`src/rtl/wb_commit_stage.sv`:
```
// Writeback/commit stage: 2-entry skid buffer between EX/MEM and CU/RU, one commit per cycle.
// Optional retire/trap counters are enabled with `define WB_PERF_CNT_EN.
module wb_commit_stage #(
   parameter int DW = 64,
   parameter int VW = 128,
   parameter int AW = 64,
   localparam int PW = 3*DW + VW + 2*AW + 111
) (
   input  logic          clk,
   input  logic          rst,
   input  logic          ex_valid,
   output logic          ex_ready,
   input  logic [PW-1:0] ex_pld,
   input  logic          hold,
   input  logic          int_req,
   input  logic          pip_flush,
   output logic          wb_valid,
   output logic [PW-1:0] wb_pld,
`ifdef WB_PERF_CNT_EN
   output logic [63:0]   retire_cnt,
   output logic [63:0]   trap_cnt,
`endif
   output logic          int_acc
);

   localparam int EXC_LO  = 0;
   localparam int FLOW_LO = 10;
   localparam int CTRL_W  = 20;

   typedef enum logic [1:0] {
      EMPTY = 2'd0,
      ONE   = 2'd1,
      FULL  = 2'd2
   } state_t;

   state_t        state_reg;
   state_t        state_next;
   logic          ex_ready_reg;
   logic [PW-1:0] main_reg;
   logic [PW-1:0] skid_reg;

   logic          accept;
   logic          commit;
   logic          flush;
   logic          load_main_in;
   logic          load_main_skid;
   logic          load_skid;

   logic [9:0]    main_exc;
   logic          main_ebreak;
   logic          main_ecall;
   logic          main_id_system;

   assign main_exc       = main_reg[EXC_LO +: 10];
   assign main_ebreak    = main_reg[FLOW_LO + 0];
   assign main_ecall     = main_reg[FLOW_LO + 1];
   assign main_id_system = main_reg[FLOW_LO + 5];

   assign ex_ready = ex_ready_reg;
   assign accept   = ex_valid & ex_ready_reg;
   assign wb_valid = (state_reg != EMPTY) & ~hold;
   assign commit   = wb_valid;
   // Flush only counts when something actually commits; hold therefore masks it.
   assign flush    = wb_valid & pip_flush;

   assign int_acc  = wb_valid & int_req & ~(|main_exc) & ~main_id_system;

   always_ff @(posedge clk or negedge rst) begin
      if (!rst) begin
         state_reg    <= EMPTY;
         ex_ready_reg <= 1'b1;
      end else begin
         state_reg    <= state_next;
         ex_ready_reg <= (state_next != FULL);
      end
   end

   always_comb begin
      state_next     = state_reg;
      load_main_in   = 1'b0;
      load_main_skid = 1'b0;
      load_skid      = 1'b0;
      if (flush) begin
         state_next = EMPTY;
      end else begin
         case (state_reg)
            EMPTY: begin
               if (accept) begin
                  state_next   = ONE;
                  load_main_in = 1'b1;
               end
            end
            ONE: begin
               if (commit) begin
                  if (accept) begin
                     load_main_in = 1'b1;
                  end else begin
                     state_next = EMPTY;
                  end
               end else if (accept) begin
                  state_next = FULL;
                  load_skid  = 1'b1;
               end
            end
            FULL: begin
               if (commit) begin
                  state_next     = ONE;
                  load_main_skid = 1'b1;
               end
            end
            default: state_next = EMPTY;
         endcase
      end
   end

   always_ff @(posedge clk or negedge rst) begin
      if (!rst) begin
         main_reg <= '0;
         skid_reg <= '0;
      end else begin
         if (load_main_in) begin
            main_reg <= ex_pld;
         end else if (load_main_skid) begin
            main_reg <= skid_reg;
         end
         if (load_skid) begin
            skid_reg <= ex_pld;
         end
      end
   end

   // Control fields (exc/flow/we) are qualified by wb_valid; data, index and PC pass through.
   for (genvar gi = 0; gi < CTRL_W; gi++) begin : g_ctrl_mask
      assign wb_pld[gi] = main_reg[gi] & wb_valid;
   end
   assign wb_pld[PW-1:CTRL_W] = main_reg[PW-1:CTRL_W];

`ifdef WB_PERF_CNT_EN
   logic [63:0] retire_cnt_reg;
   logic [63:0] trap_cnt_reg;
   logic        retire_inc;
   logic        trap_inc;

   assign retire_inc = wb_valid & ~(|main_exc) & ~main_ecall & ~main_ebreak;
   assign trap_inc   = wb_valid & ((|main_exc) | main_ecall | main_ebreak | int_acc);

   always_ff @(posedge clk or negedge rst) begin
      if (!rst) begin
         retire_cnt_reg <= '0;
         trap_cnt_reg   <= '0;
      end else begin
         if (retire_inc) retire_cnt_reg <= retire_cnt_reg + 64'd1;
         if (trap_inc)   trap_cnt_reg   <= trap_cnt_reg + 64'd1;
      end
   end

   assign retire_cnt = retire_cnt_reg;
   assign trap_cnt   = trap_cnt_reg;
`endif

endmodule

```
`config.mk`:
```
export PLATFORM = sky130hd
export DESIGN_NAME = wb_commit_stage
export DESIGN_NICKNAME = d
export VERILOG_FILES = /design/src/rtl/wb_commit_stage.sv
export SDC_FILE = /design/constraint.sdc
export NUM_CORES = 2
export LEC_CHECK = 0
export BUFFER_PORTS_ARGS = -buffer_cell sky130_fd_sc_hd__buf_2
export CORE_AREA = 5 5 431 433
export CTS_CLUSTER_SIZE = 25
export DETAILED_ROUTE_END_ITERATION = 7
export DIE_AREA = 0 0 436 438
export PLACE_DENSITY = 0.49
export SKIP_CTS_REPAIR_TIMING = 1
export SLEW_MARGIN = 0
export SYNTH_ARGS = -nofsm -noshare
export SYNTH_HDL_FRONTEND = slang
export SYNTH_SLANG_ARGS = --single-unit
```
`constraint.sdc`:
```
create_clock -name clk -period 3.75 [get_ports clk]
set_input_delay 0.5625 -clock clk [delete_from_list [all_inputs] [get_ports clk]]
set_output_delay 0.5625 -clock clk [all_outputs]
set_load 0.1 [all_outputs]
```
**Word-level counts from Yosys, hierarchy flattened**

Index checks and enable logic that the tools add are counted.

- Register bits after elaboration: 1,121
- Latch bits: 0
- RAM bits: 0
- ROM bits: 0
- Input bits: 565
- Memories: 0

- $add $sub $neg: 0
- Multiply operators: 0
- Div/mod/pow operators: 0
- $lt $le $gt $ge: 0
- Equality and inequality tests: 3
- Shift operators: 0
- Muxes and demuxes: 19
- Bitwise logic cells: 29
- Reductions and logical operators: 4

Operators by type and width:

| cell | number |
|---|---|
| 559-bit 2-to-1 mux | 2 |
| 1-bit AND | 26 |
| 2-bit 2-to-1 mux | 6 |
| 10-bit OR reduction | 1 |
| 1-bit 2-to-1 mux | 9 |
| 2-bit case mux with 3 select lines | 1 |
| 2-bit nonzero test | 2 |
| 1-bit NOT | 3 |
| 2-bit by 1-bit == test with 1-bit output, second input constant | 1 |
| 2-bit == test, second input constant | 1 |
| 2-bit zero test | 1 |
| 2-bit inequality test, second input constant | 1 |
| 1-bit case mux with 2 select lines | 1 |

**Depth between registers and ports, before layout**

- Depth after elaboration: 7
- Mapped depth: 8

**Worst setup path after synthesis**

No wires, ideal clock.

- Path kind: input to output
- Start point: input hold
- End point: output wb_pld[0]
- Data arrival time: 2.736 ns
- Required time: 3.188 ns
- Setup slack: 0.452 ns
- Stages: 4
- Cells stage by stage: buf_4 -> nor2_1 -> clkbuf_1 -> and2_1

- Cells in the longest elaborated chain, start to end: 3

Ends and longest elaborated chain:

| element | RTL line | source |
|---|---|---|
| from (decl) | 14 | `input logic hold,` |
| 1-bit NOT | 61 | `assign wb_valid = (state_reg != EMPTY) & ~hold;` |
| 1-bit AND | 61 |  |
| net wb_valid | 17 | `output logic wb_valid,` |
| 1-bit AND | 134 | `assign wb_pld[gi] = main_reg[gi] & wb_valid;` |
| to (decl) | 18 | `output logic [PW-1:0] wb_pld,` |

The timed path passes the listed nets, and every way through them passes these cells.

**Worst setup path in the final report**

- Start point: register state_reg[0]
- End point: output int_acc

- Cells in the longest elaborated chain, start to end: 5

Ends and longest elaborated chain:

| element | RTL line | source |
|---|---|---|
| from (decl) | 36 | `state_t state_reg;` |
| from (signal assigned) | 73 | `state_reg <= state_next;` |
| 2-bit nonzero test | 61 |  |
| 1-bit AND | 61 |  |
| 1-bit AND (3 in series) | 66 | `assign int_acc = wb_valid & int_req & ~(\|main_exc) & ~main_id_system;` |
| to (decl) | 23 | `output logic int_acc` |

Every way passes these cells.

==> summary.txt <==
Logic synthesis
  – Adder-Cell Fraction of Synth Area: 0%
  – Post-synthesis mux area share: between 10% and 20%
  – Yosys top cell area share: approximately 56%
  – Simple-gate share of the synthesized area: 3.58%
  – XOR/XNOR Fraction of Synth Area: 0%
  – Largest area contributor in the netlist: dfrtp_1
  – #FFs+latches synth: roughly 1,100
  – Largest family of logic cells by synthesized area: compound AO/OA/AOI/OAI gates
  – Synth warn: 0
  – Net Count, Synth: between 4,000 and 5,000
  – Top FF cell, synth: dfrtp_1
  – Mapped Area: 50,400 sq um
  – Synth cell count leaders: 1,120 x dfrtp_1, 559 x buf_4, 559 x mux2_2
  – Synth unique cells: 29
  – Post-synth ARST share: 100%
  – Avg Synthesized Cell Area: ~13 sq um
  – Mapped Cells: 3,957
  – Post-synth EDFFs: 0
  – Count leader, synth: dfrtp_1
  – Part of the Yosys area used for sequential elements: 55.6%
  – Synth top area cells: dfrtp_1 56%, mux2_2 12%, o32a_1 8.6%
  – Synth Area in Compound Gates: between 15 and 20%

Place
  – Dpl cells: about 6,700
  – Dpl hpwl: 129,000 um
  – Placer's final routability congestion estimate: between 0.8 and 0.9
  – IO buf count: approximately 1,100

Clocking
  – Clk_lat worst skew: a little under 800 ps
  – Clock H-tree levels: 4
  – Worst-path clk slew: roughly 60 ps
  – CTS tree: done
  – Root buffer cell: clkbuf_16
  – TritonCTS buffer count: between 100 and 150
  – CTS sink count: ~1,100
  – CTS max path bufs: 3

STA
  – Setup Skew: 32.2 ps
  – Final hold vios: 0
  – Post-route setup TNS: 0 ps
  – Worst Tran Pin Value: 993 ps
  – Rel. slew slack: between 30% and 40%
  – Unrepaired setup endpoints after global routing: no
  – Clock period minus worst slack: between 3000 and 4000 ps
  – Final Setup Violations: 0
  – Final Max Tran Viols: 0
  – Max Fclk: 0.303 GHz
  – Crit share post-route: between 80% and 90%

Outcome
  – Status: completed

Global route
  – Global-route wire length before repair: approximately 260,000 um
  – Largest net degree at the start of global routing: 126
  – GRT Residual Overflow: 0
  – Vias in the first global route: about 36,000
  – Total GRT Usage: between 10% and 20%
  – Initial antenna violation count: 66

Hold path
  – Hold Crit Start: ex_pld[504]
  – Tightest Hold Check Type: in -> reg
  – Hold-critical path depth: 2
  – Hold endpoint: skid_reg[504]$_DFFE_PN0P_

Drt
  – Pre-Repair DR Iteration Count: 5
  – Vias post-DR: about 36,000
  – DRT antenna net count: 0
  – Drt wl/cell: around 25 um
  – Initial drt markers: around 2,300
  – DRC violation count after routing: 0
  – Via density per instance: about 4.9
  – Total wire length: 184,000 um

Setup path
  – Reg2Reg Depth: 5
  – Crit. End Element: primary output
  – WS Path Type: reg -> out
  – CP arrival: about 2700 ps
  – CP Data Required Time: around 3200 ps
  – Reg-to-reg endpoint: main_reg[168]$_DFFE_PN0P_
  – R2R Path Start: state_reg[0]$_DFF_PN0_
  – Max FO, Critical Path: 22
  – Startpoint Class: register
  – Internal reg-to-reg setup slack: between 1000 and 1500 ps

Floorplanning
  – Die height: 438 um
  – Std cell rows: between 150 and 200
  – Io pins: between 1,000 and 1,500
  – Starting density of the core: roughly 28%
  – Chip width: roughly 440 um
  – Core Area: 182,000 sq um
  – DIE AREA: about 190,000 sq um

Final layout
  – Nets: ~5,400
  – Count of non-filler cells in the finished layout: around 7,300
  – Share of layout cells above drive strength 1: between 40% and 50%
  – Core Util, Final: about 35%
  – Area grow syn2layout: 24.5%

Flow run
  – Max cap viols: 0
-- final cells by class --
type,instances,area (sq um)
flip-flops and latches,1121,28100
clock inverters,42,564
diodes,24,60.1
well taps,2385,2980
fillers,18123,119000
repair buffers,1572,10500
clock buffers,205,4060
multi-input cells,1970,16600
-- placed cells by master, fill, tap and decap left out, drive strengths merged, types with 4 or more instances in the layout --
cell type,n
a31oi,125
nand2,252
diode,24
clkbuf,205
buf,1244
bufinv,8
clkinv,28
inv,5
nor2,4
nor3,125
dlygate4sd3,328
o32a,434
mux2,559
and2,21
dfrtp,1120
o21a,435
-- how the worst max path moves through the flow --
stage / slack, ps / depth (start not counted) / start / end
4_1_cts: 320 / 5 / state_reg[0]$_DFF_PN0_ / int_acc
6_report: 450 / 5 / state_reg[0]$_DFF_PN0_ / int_acc
3_5_place_dp: 940 / 5 / hold / main_reg[152]$_DFFE_PN0P_
3_3_place_gp: 950 / 5 / hold / main_reg[160]$_DFFE_PN0P_
2_1_floorplan: 450 / 4 / hold / wb_pld[0]
5_1_grt: 310 / 5 / state_reg[0]$_DFF_PN0_ / int_acc
-- worst max-delay path: stages (launching register included) --
cell,delay (ps)
dfrtp_1,520
nor2_1,100
nor2_2,130
buf_4,310
and4_1,360
buf_2,500
-- stage by stage --
stage	hold WS, ps	setup slack, ps	cell area (sq um)
2_1_floorplan	267	452	50400
3_3_place_gp	467	948	54800
3_5_place_dp	474	944	54800
4_1_cts	-187	325	59400
5_1_grt	-2.19	306	62800
6_report	48.9	445	62800
-- logic make-up (layout without fill, tap and decap cells) --
logic type / Yosys count / in the layout
compound gates: 999 / 999
buf+inv: 866 / 1819
flops: 1121 / 1121
mux: 560 / 560
other cells: 0 / 24
simple gates: 411 / 411
-- layer usage --
metal	global-route usage (%)	share of wire, %
met1	23.2	41
met2	29.8	48
met3	5.61	6.5
met4	7.27	3.8
met5	0	0.058
Power is not shown: default switching activity piles up to over one toggle a cycle in this logic, so the estimate is an artifact.
